`config.mk`:
```
export PLATFORM = sky130hd
export DESIGN_NAME = sd_spi_master
export DESIGN_NICKNAME = d
export VERILOG_FILES = /design/src/rtl/sd_spi_pkg.sv /design/src/rtl/sd_spi_clkgen.sv /design/src/rtl/sd_spi_master.sv
export SDC_FILE = /design/constraint.sdc
export NUM_CORES = 1
export LEC_CHECK = 0
export BUFFER_PORTS_ARGS = -buffer_cell sky130_fd_sc_hd__buf_2
export CORE_ASPECT_RATIO = 0.6
export CORE_MARGIN = 3
export CORE_UTILIZATION = 40
export DETAILED_ROUTE_END_ITERATION = 6
export HOLD_SLACK_MARGIN = 0.05
export SYNTH_ARGS = -nofsm -noshare
export SYNTH_HDL_FRONTEND = slang
export SYNTH_SLANG_ARGS = --single-unit
```
`constraint.sdc`:
```
create_clock -name MasterCLK -period 1.8 [get_ports MasterCLK]
set_input_delay 0.36 -clock MasterCLK [delete_from_list [all_inputs] [get_ports MasterCLK]]
set_output_delay 0.36 -clock MasterCLK [all_outputs]
set_load 0.005 [all_outputs]
```
`src/rtl/sd_spi_pkg.sv`:
```
// Shared types and constants for the SD-card SPI master.
// The init divider assumes a 50 MHz MasterCLK.
package sd_spi_pkg;

  typedef enum logic [2:0] {
    ST_IDLE,
    ST_LOAD,
    ST_LOW,
    ST_HIGH,
    ST_DONE
  } state_t;

  localparam int DEF_DATA_W    = 8;
  localparam int DEF_DIV_W     = 8;
  localparam bit DEF_MSB_FIRST = 1'b1;

  localparam int SYS_CLK_HZ  = 50_000_000;
  localparam int SD_INIT_HZ  = 400_000;
  // Smallest divider whose SPI clock stays at or below SD_INIT_HZ.
  localparam int SD_INIT_DIV = (SYS_CLK_HZ + 2 * SD_INIT_HZ - 1) / (2 * SD_INIT_HZ) - 1;

endpackage

```
`src/rtl/sd_spi_clkgen.sv`:
```
// SPI half-period timer: latches the divider at load and counts divlat+1 cycles
// per half-period, emitting one-cycle rise/fall strobes at the end of LOW/HIGH.
module sd_spi_clkgen
  import sd_spi_pkg::*;
#(
  parameter int DIV_W = DEF_DIV_W
) (
  input  logic             clk,
  input  logic             rst,
  input  logic             load,
  input  logic [DIV_W-1:0] div,
  input  logic             run,
  input  logic             high,
  output logic             rise_stb,
  output logic             fall_stb
);

  logic [DIV_W-1:0] divlat_q, divlat_d;
  logic [DIV_W-1:0] phase_q, phase_d;
  logic             wrap;

  always_comb begin
    divlat_d = divlat_q;
    phase_d  = phase_q;
    wrap     = (phase_q == divlat_q);
    if (load) begin
      divlat_d = div;
      phase_d  = '0;
    end else if (run) begin
      phase_d = wrap ? '0 : phase_q + 1'b1;
    end
    rise_stb = run && !high && wrap;
    fall_stb = run && high && wrap;
  end

  always_ff @(posedge clk or posedge rst) begin
    if (rst) begin
      divlat_q <= '0;
      phase_q  <= '0;
    end else begin
      divlat_q <= divlat_d;
      phase_q  <= phase_d;
    end
  end

endmodule

```
`src/rtl/sd_spi_master.sv`:
```
// Mode-0 SPI master with programmable divider, configurable word width and a
// one-entry transmit holding register so consecutive words run back-to-back.
module sd_spi_master
  import sd_spi_pkg::*;
#(
  parameter int DATA_W    = DEF_DATA_W,
  parameter int DIV_W     = DEF_DIV_W,
  parameter bit MSB_FIRST = DEF_MSB_FIRST
) (
  input  logic              MasterCLK,
  input  logic              Reset,
  input  logic [DIV_W-1:0]  ClkDiv,
  input  logic              CsAssert,
  input  logic              TxValid,
  input  logic [DATA_W-1:0] TxData,
  input  logic              TxDummy,
  output logic              TxReady,
  output logic              RxValid,
  output logic [DATA_W-1:0] RxData,
  output logic              Busy,
  output logic              SPI_CLK,
  output logic              SPI_MOSI,
  input  logic              SPI_MISO,
  output logic              SPI_CS
);

  localparam int CNT_W = $clog2(DATA_W + 1);

  state_t            state_q, state_d;
  logic              hold_full_q, hold_full_d;
  logic [DATA_W-1:0] hold_dat_q, hold_dat_d;
  logic              hold_dum_q, hold_dum_d;
  logic [DATA_W-1:0] shift_q, shift_d;
  logic [CNT_W-1:0]  bitcnt_q, bitcnt_d;
  logic              sclk_q, sclk_d;
  logic              mosi_q, mosi_d;
  logic              cs_q, cs_d;
  logic              rx_vld_q, rx_vld_d;
  logic [DATA_W-1:0] rx_dat_q, rx_dat_d;
  logic              rise_stb, fall_stb;

  sd_spi_clkgen #(.DIV_W(DIV_W)) u_clkgen (
    .clk      (MasterCLK),
    .rst      (Reset),
    .load     (state_q == ST_LOAD),
    .div      (ClkDiv),
    .run      ((state_q == ST_LOW) || (state_q == ST_HIGH)),
    .high     (state_q == ST_HIGH),
    .rise_stb (rise_stb),
    .fall_stb (fall_stb)
  );

  always_comb begin
    state_d     = state_q;
    hold_full_d = hold_full_q;
    hold_dat_d  = hold_dat_q;
    hold_dum_d  = hold_dum_q;
    shift_d     = shift_q;
    bitcnt_d    = bitcnt_q;
    sclk_d      = sclk_q;
    mosi_d      = mosi_q;
    cs_d        = cs_q;
    rx_vld_d    = 1'b0;
    rx_dat_d    = rx_dat_q;

    if (TxValid && !hold_full_q) begin
      hold_full_d = 1'b1;
      hold_dat_d  = TxData;
      hold_dum_d  = TxDummy;
    end

    case (state_q)
      ST_IDLE: begin
        sclk_d = 1'b0;
        mosi_d = 1'b1;
        cs_d   = !CsAssert;
        if (hold_full_q) state_d = ST_LOAD;
      end
      ST_LOAD: begin
        shift_d     = hold_dat_q;
        hold_full_d = 1'b0;
        cs_d        = hold_dum_q || !CsAssert;
        mosi_d      = MSB_FIRST ? hold_dat_q[DATA_W-1] : hold_dat_q[0];
        bitcnt_d    = '0;
        state_d     = ST_LOW;
      end
      ST_LOW: begin
        if (rise_stb) begin
          sclk_d  = 1'b1;
          // Sample on the rise; the vacated end then holds the next bit to send.
          shift_d = MSB_FIRST ? {shift_q[DATA_W-2:0], SPI_MISO}
                              : {SPI_MISO, shift_q[DATA_W-1:1]};
          state_d = ST_HIGH;
        end
      end
      ST_HIGH: begin
        if (fall_stb) begin
          sclk_d   = 1'b0;
          bitcnt_d = bitcnt_q + 1'b1;
          if (bitcnt_q == CNT_W'(DATA_W - 1)) begin
            state_d = ST_DONE;
          end else begin
            mosi_d  = MSB_FIRST ? shift_q[DATA_W-1] : shift_q[0];
            state_d = ST_LOW;
          end
        end
      end
      ST_DONE: begin
        rx_vld_d = 1'b1;
        rx_dat_d = shift_q;
        state_d  = hold_full_q ? ST_LOAD : ST_IDLE;
      end
      default: state_d = ST_IDLE;
    endcase
  end

  always_ff @(posedge MasterCLK or posedge Reset) begin
    if (Reset) begin
      state_q     <= ST_IDLE;
      hold_full_q <= 1'b0;
      hold_dat_q  <= '0;
      hold_dum_q  <= 1'b0;
      shift_q     <= '0;
      bitcnt_q    <= '0;
      sclk_q      <= 1'b0;
      mosi_q      <= 1'b1;
      cs_q        <= 1'b1;
      rx_vld_q    <= 1'b0;
      rx_dat_q    <= '0;
    end else begin
      state_q     <= state_d;
      hold_full_q <= hold_full_d;
      hold_dat_q  <= hold_dat_d;
      hold_dum_q  <= hold_dum_d;
      shift_q     <= shift_d;
      bitcnt_q    <= bitcnt_d;
      sclk_q      <= sclk_d;
      mosi_q      <= mosi_d;
      cs_q        <= cs_d;
      rx_vld_q    <= rx_vld_d;
      rx_dat_q    <= rx_dat_d;
    end
  end

  assign TxReady  = !hold_full_q;
  assign Busy     = (state_q != ST_IDLE) || hold_full_q;
  assign RxValid  = rx_vld_q;
  assign RxData   = rx_dat_q;
  assign SPI_CLK  = sclk_q;
  assign SPI_MOSI = mosi_q;
  assign SPI_CS   = cs_q;

endmodule
```
After elaboration in Yosys (flattened, before gate mapping):

Index checks and enable logic that the tools add are counted.

* muxes and demuxes: 23
* add/subtract/negate cells: 2
* reduce and logical (&&, ||, !) cells: 25
* equal/unequal tests: 10

Operators by type and width (count)
* $mux 8: 4
* $pmux 8 s2: 1
* $pmux 3 s5: 1
* $mux 3: 4
* $reduce_bool 2->1: 5
* $reduce_and 3->1: 3
* $reduce_bool 3->1: 3
* $add 8x1->8 const B: 1
* $eq 8x8->1: 1
* $mux 1: 8
* $ne 2x2->1 const B: 4
* $pmux 4 s2: 1
* $eq 3x2->1 const B: 2
* $pmux 1 s3: 2
* $logic_and 1x1->1: 5
* $add 4x1->4 const B: 1
* $eq 4x3->1 const B: 1
* $mux 4: 1
* $reduce_and 2->1: 2
* $eq 3x1->1 const B: 1
* $eq 3x3->1 const B: 1
* $logic_not 1->1: 3
* $logic_not 3->1: 1
* $logic_or 1x1->1: 3
* $pmux 1 s2: 1

* register bits: 53
* output and inout bits: 14
* input bits: 22
* logic and storage cells: 73

Logic depth before layout (Yosys ltp):

Gate-level depths: netlist (run 1).

* word-level depth: 6
* depth in mapped cells: 6
* gate-level depth less buffers: 6

Hierarchy:

From an unflattened synthesis (run 1), not the netlist that was laid out.

* cells, all modules: 203
* area total of the unflattened synthesis: 2552.4 µm²

By module, submodules not included
* sd_spi_master: times used 1, cells an instance 133, seq. area each 928.4 µm², area each 1731.7 µm²
* sd_spi_clkgen: times used 1, cells an instance 70, seq. area each 400.4 µm², area each 820.8 µm²

Worst setup path after synthesis (run 1):

No wires, ideal clock.

* path kind: reg2reg
* start point: register state_q[0]
* end point: register shift_q[0]
* required time: 1.674 ns
* period minus slack after synthesis: 1.487 ns
* arrival: 1.361 ns
* setup slack: 0.313 ns
* path buffers: 2
* setup time: 0.126 ns
* cell stages (with the launch flop): 7
* cells stage by stage: dfrtp_1 buf_4 nor2_2 or2_0 buf_6 o21bai_4 a221o_1

* cells in the longest elaborated chain, start to end: 6
* elaborated cells between the ends (all ways): 11
* classes of those cells: 4 x eq/ne; 1 x mux; 6 x reduce/logical

Ends and longest elaborated chain
* from (decl): line sd_spi_master.sv:29 `state_t state_q, state_d;`
* from (signal assigned): line sd_spi_master.sv:131 `state_q <= state_d;`
* $eq 3x2->1 (on tied branches): line sd_spi_master.sv:47, sd_spi_master.sv:72, sd_spi_master.sv:48
* $logic_or 1x1->1 / $logic_not 1->1 (equally long branches): line sd_spi_master.sv:47, sd_spi_clkgen.sv:32
* $logic_and 1x1->1 (2 in series): line sd_spi_clkgen.sv:32 `rise_stb = run && !high && wrap;`
* $ne 2x2->1 (no line)
* $reduce_and 2->1 (no line)
* to (signal assigned): line sd_spi_master.sv:135 `shift_q <= shift_d;`
* to (decl): line sd_spi_master.sv:33 `logic [DATA_W-1:0] shift_q, shift_d;`

Parallel ways exist; a longest one is shown, timed or not.
A chain may end at the register's enable or synchronous reset.

Final worst setup path (run 1):

* start point: register state_q[2]
* end point: output Busy

* cells in the longest elaborated chain, start to end: 2

Ends and longest elaborated chain
* $reduce_bool 3->1: line sd_spi_master.sv:146 `assign Busy = (state_q != ST_IDLE) || hold_full_q;`
* $logic_or 1x1->1: line sd_spi_master.sv:146
* to (decl): line sd_spi_master.sv:20 `output logic Busy,`

Every way passes these cells.

==> results of run 1 <==
[layer usage]
layer  GRT usage, %  vias to the layer above  part of all wire, %
met2          20.98                       57                   40
met4          3.937                        0                 0.48
met3          3.725                        2                  6.5
met1          25.26                      869                   53
met5              0                        -                    0
li1               -                      883                    -
[area by class of cell]
class,count,area (um^2)
well taps,80,100.1
repair buffers,51,314.1
inverters,4,15.01
fillers,548,2864
flip-flops and latches,53,1329
multi-input cells,149,1095
clock buffers,8,90.09
[cell families (layout without fill, tap and decap cells)]
logic type      Yosys count  count (layout)  share of synthesized area [%]
fa+ha+maj                 2               2                          1.001
simple gates             64              64                          12.66
buf+inv                  17              63                          3.453
compound gates           46              46                          14.06
mux                      29              29                          12.86
flops                    53              53                          53.15
xor+xnor                  8               8                          2.803
[worst max path at each step]
stage / from / endpoint / slack [ps] / depth (start not counted)
global placement: u_clkgen.phase_q[2]$_DFFE_PP0P_ / state_q[0]$_DFFE_PP0P_ / 140 / 6
global route: u_clkgen.phase_q[2]$_DFFE_PP0P_ / state_q[0]$_DFFE_PP0P_ / -6 / 6
finish: state_q[2]$_DFFE_PP0P_ / Busy / 70 / 4
floorplan: Reset / RxData[0]$_DFFE_PP0N_ / 160 / 1
CTS: state_q[2]$_DFFE_PP0P_ / Busy / 70 / 4
detailed placement: u_clkgen.phase_q[6]$_DFFE_PP0P_ / state_q[0]$_DFFE_PP0P_ / 130 / 6
[Yosys cell counts (3+ instances only)]
library cell  count
a21oi_1           8
a221o_1           9
a22o_1            9
and3_1            9
buf_2             6
clkbuf_1          4
dfrtp_1          51
inv_1             4
mux2_2           25
mux2i_1           4
nand2_1          18
nand3_1           3
nand4_1           3
nor2_1           14
nor3_1            6
o21ai_0           9
xnor2_1           8
[power by group through the flow]
stage | registers (mW) | clock network [mW] | logic (mW)
finish | 1.95 | 0.684 | 1.59
global route | 2.01 | 0.771 | 1.76
floorplan | 1.85 | 0 | 1.17
CTS | 1.95 | 0.716 | 1.57
global placement | 1.96 | 0 | 1.53
detailed placement | 1.97 | 0 | 1.57
[critical path, cell delays in order, from the launching register on]
cell and delay (ps):
dfrtp_1 470, buf_4 220, nor2_1 140, nand3_1 100, buf_2 140
[flip-flops by register name, indices dropped and copies added (netlist names), 3 cells and up]
register and count:
RxData 8, bitcnt_q 4, u_clkgen.phase_q 8, hold_dat_q 8
u_clkgen.divlat_q 8, state_q 3, shift_q 8
[stage by stage]
stage / setup slack, ps / total power, mW / hold WS, ps / cell area [um^2] / utilization [%]
global placement: 135.1 / 3.483 / 352.9 / 2829 / 48.72
detailed placement: 125.2 / 3.544 / 354.5 / 2829 / 48.72
global route: -5.816 / 4.539 / 183.8 / 2943 / 50.68
floorplan: 157.1 / 3.021 / 422.2 / 2500 / -
CTS: 72.61 / 4.241 / 182.0 / 2929 / 50.44
finish: 66.04 / 4.226 / 198.3 / 2943 / 50.68
[timing repair]
item / CTS / global route
endpoints found under the hold margin: 15 / 0
resized for setup: 0 / 4
hold buffers: 1 / 0
setup endpoints to repair: 0 / 4
==> results.md, run 1 <==
* Outcome: complete, no violations
* NumNets Final at 288
* Via/cell ratio at 5.249
* Worst Hold Class: in -> reg
* Root Buffer Master: clkbuf_8
* Dominant synthesized flop cell: dfrtp_1
* R2R setup slack at 110 ps
* Area Overhead vs Synth at 17.72%
* Static Leak at 1.394 nW
* WP data required at 1440 ps
* Net Sw Frac at 36.04%
* Min-delay src: CsAssert
* Unique masters post-synth at 38
* ANT nets after route at 0
* Final Max Tran Viols at 0
* Syn Nets at 243
* Post-Route WL at 5.412 mm
* R2R Path End: state_q[0]$_DFFE_PP0P_
* Final worst path period share at 96.33%
* Comb power frac at 37.6%
* CTS tree: built
* Worst Hold Endpoint: SPI_CS$_DFFE_PP1P_
* Setup-failing EPs final at 0
* Diode count at 0
* CP startpoint kind: register
* Die width at 108.1 um
* Total grt overflow at 0
* Fmax at 0.5767 GHz
* Area share of the largest cell type after synthesis at 51.05%
* Starting density of the core at 43.05%
* Post-CTS Setup Inserts at 0
* Most common cell after layout, fill and taps aside: dfrtp_1
* Die Y at 67.24 um
* Core Region at 0.005807 mm^2
* Syn Inst Count at 219
* Synth area leader: dfrtp_1
* Mapped Area at 0.002500 mm^2
* Cts bufs inserted at 5
* Routability cong. at 0.7491
* Worst VDD drop at 0.0006397 V
* DRT iter0 DRCs at 147
* Worst Path Arrival at 1370 ps
* Hold Path Cell Cnt at 2
* Routed WL per cell at 15.69 um
* P_int at 2.703 mW
* Synth Register Bits at 53
* Total Die Area at 0.007265 mm^2
* PD cells at 1436 mW/mm^2
* Skew final at 12.48 ps
* R2R depth at 6
* FFs w/ async S/R, synth at 100.0%
* Post-route insts no fill at 345
* Setup TNS at 0 ps
* Drt first pass iters at 4
* Final Critical Period at 1734 ps
* First-pass GRT wire length at 8.852 mm
* Clk buf depth at 2
* CP Max Fanout at 11
* Synth area leaders: dfrtp_1 51%, mux2_2 11%, a221o_1 3.6%
* EDFF count, synth at 0
* Worst R2R Start: u_clkgen.phase_q[2]$_DFFE_PP0P_
* Hold Fails Final Rpt at 0
* Psw at 1.523 mW
* Ys Warns at 0
* Port Buffers at 35
* Placed insts at 336
* Clock share of power at 16.2%
* I/O pin total at 36
* Via count at 1811
* Post-route DRC at 0
* Detail Placement HPWL at 3.956 mm
* Most frequent cells in the layout: 51 x dfrtp_1, 35 x buf_2, 25 x mux2_2, 18 x nand2_1, 14 x nor2_1
* Num Clock Sinks at 53
* Overall Global Routing Usage at 15.78%
* Layout cell share with drive strength beyond 1 at 33.96%
* CTS clk-pin slew, worst paths at 90 ps
* Share of power burned in registers at 46.2%
* Row cnt at 21
* Crit. End Element: output port
* Largest net degree at the start of global routing at 39
* Slew @ Worst Pin at 512.5 ps
* Part of the Yosys area used for sequential elements at 53.15%
* Clock Latency Late Sink at 300 ps
* RSZ-0062 raised after global routing: true
* Vias in the first global route at 1733
* Max_cap viols at 0
* Mean Syn Cell Area at 11.42 um^2
* Initial antenna violation count at 0
* Worst setup path category: reg -> out
* CTS H-Tree Depth at 2
* Worst slew margin at 65.64%
(Power assumes the default switching activity.)
==> run 2, diff against run 1 <==
--- a/config.mk
+++ b/config.mk
@@ -8,9 +8,10 @@
 export BUFFER_PORTS_ARGS = -buffer_cell sky130_fd_sc_hd__buf_2
 export CORE_ASPECT_RATIO = 0.6
 export CORE_MARGIN = 3
-export CORE_UTILIZATION = 40
+export CORE_UTILIZATION = 55
 export DETAILED_ROUTE_END_ITERATION = 6
 export HOLD_SLACK_MARGIN = 0.05
+export PLACE_DENSITY = 0.77
 export SYNTH_ARGS = -nofsm -noshare
 export SYNTH_HDL_FRONTEND = slang
 export SYNTH_SLANG_ARGS = --single-unit
==> run 2 against run 1 <==
Compared with the run above: utilization up 19 points; routed wire length down 3.8%; clock-buffer cell count down 1; clock skew down 6.6 ps; cell area down 0.38%; first-iteration DRC count up 6.1%; combinational power about the same; sequential power about the same; critical path depth unchanged; critical endpoint unchanged.
==> results.md, run 2 (synthesis gave the netlist of run 1 again) <==
* PD cells at 1438 mW/mm^2 (+0.18%)
* Starting density of the core at 59.04% (+16 points)
* Initial antenna violation count at 0 (unchanged)
* CP Max Fanout at 13 (+2)
* NumNets Final at 289 (+0.35%)
* Core Region at 0.004234 mm^2 (-27%)
* Placed insts at 317 (-5.7%)
* Post-Route WL at 5.209 mm (-3.8%)
* Post-route DRC at 0 (unchanged)
* Root Buffer Master: clkbuf_8
* I/O pin total at 36 (unchanged)
* P_int at 2.704 mW (about the same)
* Pwr Total at 4.217 mW (-0.21%)
* Worst R2R Start: u_clkgen.phase_q[3]$_DFFE_PP0P_
* Final worst setup slack at 66.69 ps (+0.6498 ps)
* DRT iter0 DRCs at 156 (+6.1%)
* Die width at 93.04 um (-14%)
* Setup-failing EPs final at 0 (unchanged)
* Static Leak at 1.394 nW (about the same)
* Met3 WL post-DR at 352 um (+0.28%)
* Final worst path period share at 96.29% (about the same)
* Final Util at 69.24% (+19 points)
* Skew final at 5.830 ps (-6.649 ps)
* R2R Path End: shift_q[2]$_DFFE_PP0P_
* Final Critical Period at 1733 ps (-0.6498 ps)
* Area after DPL at 0.002811 mm^2 (-0.62%)
* Total grt overflow at 0 (unchanged)
* Clock Latency Late Sink at 300 ps (about the same)
* Largest net degree at the start of global routing at 26 (-33%)
* ANT nets after route at 0 (unchanged)
* M1 WL at 2.613 mm (-9.5%)
* Comb power frac at 37.4% (-0.2 points)
* Fmax at 0.5769 GHz (about the same)
* Area Overhead vs Synth at 17.27%
* First-pass GRT wire length at 8.645 mm (-2.3%)
* Layout cell share with drive strength beyond 1 at 35.34% (+1.4 points)
* CTS H-Tree Depth at 2 (unchanged)
* WP data required at 1440 ps (about the same)
* Port Buffers at 35 (unchanged)
* Net Sw Frac at 35.87% (-0.17 points)
* Clock share of power at 16.2% (about the same)
* R2R setup slack at 140 ps (+30 ps)
* Met2 Wirelength at 2.193 mm (+2.2%)
* Crit. End Element: output port
* Clk buf depth at 2 (unchanged)
* Cts bufs inserted at 5 (unchanged)
* Routability cong. at 0.8082 (+7.9%)
* Setup TNS at 0 ps (unchanged)
* Overall Global Routing Usage at 20.92% (+5.1 points)
* Post-CTS Setup Inserts at 0 (unchanged)
* Min-delay src: CsAssert
* Via count at 1868 (+3.1%)
* Hold slack at 200.0 ps (+1.710 ps)
* CTS clk-pin slew, worst paths at 90 ps (about the same)
* Most frequent cells in the layout: 49 x dfrtp_1, 35 x buf_2, 25 x mux2_2, 18 x nand2_1
* Worst VDD drop at 0.0006590 V (+3.0%)
* Drt first pass iters at 4 (unchanged)
* Slew @ Worst Pin at 464.8 ps (-47.76 ps)
* Max_cap viols at 0 (unchanged)
* Worst setup path category: reg -> out
* Hold Fails Final Rpt at 0 (unchanged)
* CP startpoint kind: register
* Outcome: complete, no violations
* Routed WL per cell at 15.98 um (+1.9%)
* DP Worst Slack at 124.6 ps (-0.5760 ps)
* Final Max Tran Viols at 0 (unchanged)
* Worst slew margin at 68.85% (+3.2 points)
* Vias in the first global route at 1734 (+0.058%)
* DR top layer: met4
* Detail Placement HPWL at 3.780 mm (-4.5%)
* Die Y at 58.22 um (-13%)
* Psw at 1.513 mW (-0.69%)
* CTS tree: built
* Worst Path Arrival at 1370 ps (about the same)
* Row cnt at 18 (-14%)
* Most common cell after layout, fill and taps aside: dfrtp_1
* Total Die Area at 0.005417 mm^2 (-25%)
* Post-route insts no fill at 326 (-5.5%)
* Diode count at 0 (unchanged)
* Worst Hold Endpoint: SPI_CS$_DFFE_PP1P_
* RSZ-0062 raised after global routing: false
* R2R depth at 5 (-1)
* Worst Hold Class: in -> reg
* Via/cell ratio at 5.730 (+9.2%)
* Hold Path Cell Cnt at 2 (unchanged)
* Num Clock Sinks at 53 (unchanged)
* Share of power burned in registers at 46.4% (+0.2 points)
* Design area at 0.002932 mm^2 (-0.38%)
run 2: cell types whose count changed in the layout (fill, tap and decap cells not counted), sizes merged:
cell / change
clkbuf: -1
clkinvlp: +1
buf: +1
run 2: timing repair:
item	CTS	global route
endpoints found under the hold margin	16	0
pin swaps	0	3
gates cloned	0	0
gates resized for setup	1	5
endpoints found under the setup margin	1	4
hold buffers	1	0
run 2: worst max path at each step:
stage	start	endpoint	slack (ps)
CTS	state_q[2]$_DFFE_PP0P_	Busy	60
finish	state_q[2]$_DFFE_PP0P_	Busy	70
global placement	u_clkgen.phase_q[0]$_DFFE_PP0P_	state_q[0]$_DFFE_PP0P_	170
floorplan	Reset	RxData[0]$_DFFE_PP0N_	160
detailed placement	u_clkgen.phase_q[5]$_DFFE_PP0P_	SPI_CLK$_DFFE_PP0P_	120
global route	state_q[2]$_DFFE_PP0P_	Busy	4
run 2: cell type report:
class | count | area [um^2]
multi-input combinational | 149 | 1095
timing repair buffer | 52 | 321.6
clock inverter | 1 | 7.507
sequential | 53 | 1331
tap | 60 | 75.07
inverter | 4 | 15.01
clock buffer | 7 | 86.33
fill | 346 | 1303
run 2: worst max-delay path, stage by stage (launching register included):
cell	delay, ps
dfrtp_2	510
buf_4	190
nor2_1	140
nand3_1	100
buf_2	130
run 2: layer usage:
layer | global-route usage [%] | up-vias
met1 | 33.05 | 906
met2 | 28.56 | 61
li1 | - | 893
met3 | 5.318 | 8
met5 | 0 | -
met4 | 5.219 | 0
run 2: power by group through the flow:
stage / Clock [mW] / Combinational (mW) / Sequential (mW)
floorplan: 0 / 1.17 / 1.85
global placement: 0 / 1.49 / 1.95
detailed placement: 0 / 1.54 / 1.97
CTS: 0.702 / 1.56 / 1.95
global route: 0.762 / 1.74 / 2.01
finish: 0.683 / 1.58 / 1.96
==> run 3, diff against run 2 <==
--- a/config.mk
+++ b/config.mk
@@ -7,7 +7,6 @@
 export LEC_CHECK = 0
 export BUFFER_PORTS_ARGS = -buffer_cell sky130_fd_sc_hd__buf_2
 export CORE_ASPECT_RATIO = 0.6
-export CORE_MARGIN = 3
 export CORE_UTILIZATION = 55
 export DETAILED_ROUTE_END_ITERATION = 6
 export HOLD_SLACK_MARGIN = 0.05
==> run 3 against run 2 <==
Compared with the run above: clock skew decreased by 1.9 ps; global-route usage is 3.2 points higher; setup slack improved by 16 ps; clock-buffer cell count fell by 1; critical endpoint unchanged; hold slack got worse by 160 ps; fmax rose by 0.92%; final cell count down 0.31%; total power is 4.0% higher; die area down 11%.
==> results.md, run 3 (synthesis gave the netlist of run 1 again) <==
* Outcome: complete, no violations
* R2R Path End: shift_q[7]$_DFFE_PP0P_
* Overall Global Routing Usage at 24.10% (+3.2 points)
* Slew @ Worst Pin at 824.0 ps (+359.3 ps)
* Worst Path Arrival at 1360 ps (about the same)
* Core Region at 0.004234 mm^2 (unchanged)
* Worst VDD drop at 0.0008665 V (+31%)
* Clock Latency Late Sink at 310 ps (about the same)
* Post-route DRC at 0 (unchanged)
* Diode count at 0 (unchanged)
* CTS tree: built
* Number of fill cells in the layout at 323 (-6.6%)
* Share of power burned in registers at 44.7% (-1.7 points)
* Via/cell ratio at 5.760 (+0.52%)
* CTS resizes at 0 (-1)
* Static Leak at 1.405 nW (+0.73%)
* Num Clock Sinks at 53 (unchanged)
* Root Buffer Master: clkbuf_8
* Family with the most delay on the worst path: flip-flops
* R2R depth at 5 (unchanged)
* Worst setup path category: reg -> out
* Total Die Area at 0.004827 mm^2 (-11%)
* ANT nets after route at 0 (unchanged)
* Crit. End Element: output port
* Worst Hold Class: in -> async
* I/O pin total at 36 (unchanged)
* Psw at 1.546 mW (+2.2%)
* CP Max Fanout at 10 (-3)
* Routability cong. at 0.8623 (+6.7%)
* Drt first pass iters at 4 (unchanged)
* Setup TNS at 0 ps (unchanged)
* DRT iter0 DRCs at 146 (-6.4%)
* Post-CTS Setup Inserts at 0 (unchanged)
* Most common cell after layout, fill and taps aside: dfrtp_1
* Area after DPL at 0.002811 mm^2 (unchanged)
* Setup-failing EPs final at 0 (unchanged)
* WP data required at 1440 ps (about the same)
* Total grt overflow at 0 (unchanged)
* Area Overhead vs Synth at 17.62%
* Final worst setup slack at 82.48 ps (+15.79 ps)
* CP max-delay cell: dfrtp_1
* Initial antenna violation count at 0 (unchanged)
* Clk buf depth at 2 (unchanged)
* Comb power frac at 35.8% (-1.6 points)
* Post-Route WL at 5.144 mm (-1.2%)
* Worst R2R Start: u_clkgen.phase_q[3]$_DFFE_PP0P_
* Port Buffers at 35 (unchanged)
* P_int at 2.839 mW (+5.0%)
* Fmax at 0.5822 GHz (+0.92%)
* CTS H-Tree Depth at 2 (unchanged)
* Starting density of the core at 59.04% (unchanged)
* Final Max Tran Viols at 0 (unchanged)
* Skew final at 3.898 ps (-1.932 ps)
* CP cell instances: buf_4, nor2_1, nand3_1, buf_2
* Most frequent cells in the layout: 51 x dfrtp_1, 35 x buf_2, 25 x mux2_2, 18 x nand2_1
* RSZ-0062 raised after global routing: false
* Routed WL per cell at 15.83 um (-0.94%)
* PD cells at 1491 mW/mm^2 (+3.7%)
* Die width at 89.04 um (-4.3%)
* First-pass GRT wire length at 8.217 mm (-5.0%)
* Clock share of power at 19.5% (+3.3 points)
* DP Worst Slack at 153.0 ps (+28.35 ps)
* Row cnt at 18 (unchanged)
* Cts bufs inserted at 5 (unchanged)
* Pwr Total at 4.385 mW (+4.0%)
* Largest net degree at the start of global routing at 35 (+35%)
* Hold Buf Count CTS at 0 (-1)
* NumNets Final at 288 (-0.35%)
* CTS clk-pin slew, worst paths at 100 ps (about the same)
* Net Sw Frac at 35.25% (-0.62 points)
* Detail Placement HPWL at 3.727 mm (-1.4%)
* CP bufs+invs at 2 (unchanged)
* CP max stage delay at 470 ps (-40 ps)
* Final Critical Period at 1718 ps (-15.79 ps)
* Multi-input combinational cell area at 0.001090 mm^2 (-0.46%)
* Die Y at 54.22 um (-6.9%)
* CP startpoint kind: register
* R2R setup slack at 140 ps (about the same)
* Worst slew margin at 44.64% (-24 points)
* Via count at 1872 (+0.21%)
* Final worst path period share at 95.42% (-0.88 points)
* Max_cap viols at 0 (unchanged)
* Vias in the first global route at 1619 (-6.6%)
* Design area at 0.002940 mm^2 (+0.30%)
* Seq. cell area at 0.001329 mm^2 (-0.19%)
* Layout cell share with drive strength beyond 1 at 34.72% (-0.62 points)
* Hold Fails Final Rpt at 0 (unchanged)
==> run 3: metrics by stage <==
stage                     hold slack (ps)  utilization [%]  std cells
final                               36.21            69.44        325
after global routing                71.22            69.44        325
after CTS                           54.67            69.24        325
after detailed placement            390.6            66.40        317
after global placement              382.4            66.40        317
after floorplan                     422.2                -        219
==> run 3: how the worst max path moves through the flow <==
stage	start	to	slack, ps	cells past startpoint
after floorplan	Reset	RxData[0]$_DFFE_PP0N_	160	1
after global placement	u_clkgen.phase_q[3]$_DFFE_PP0P_	SPI_CLK$_DFFE_PP0P_	200	6
after detailed placement	u_clkgen.phase_q[2]$_DFFE_PP0P_	SPI_CLK$_DFFE_PP0P_	150	6
after CTS	state_q[2]$_DFFE_PP0P_	Busy	80	4
after global routing	u_clkgen.phase_q[3]$_DFFE_PP0P_	SPI_CLK$_DFFE_PP0P_	4	6
final	state_q[2]$_DFFE_PP0P_	Busy	80	4
==> run 3: layout make-up <==
type / count / area share (%)
clock inverter: 2 / 1.277
multi-input combinational: 149 / 37.06
timing repair buffer: 51 / 10.60
sequential: 53 / 45.19
clock buffer: 6 / 2.809
inverter: 4 / 0.5106
tap: 60 / 2.553
==> run 3: per-layer routing <==
metal  vias to the layer above  track usage (%)  wire [um]
met4                         0            9.259         77
met1                       899            38.14       2593
met5                         -                0          0
met3                        10            5.128        347
met2                        71            31.79       2126
li1                        892                -          -
==> run 3: power groups by stage <==
stage / registers (mW) / clock network, mW / logic (mW)
floorplan: 1.85 / 0 / 1.17
global placement: 1.96 / 0 / 1.49
detailed placement: 1.97 / 0 / 1.55
CTS: 1.95 / 0.859 / 1.55
global route: 2.02 / 0.906 / 1.75
finish: 1.96 / 0.854 / 1.57
==> run 3: worst reg2reg max path: stages, from the launching register on <==
cell	delay, ps
dfrtp_1	460
xnor2_1	190
nand4_1	190
nor2_4	200
o21bai_4	130
a221o_1	370
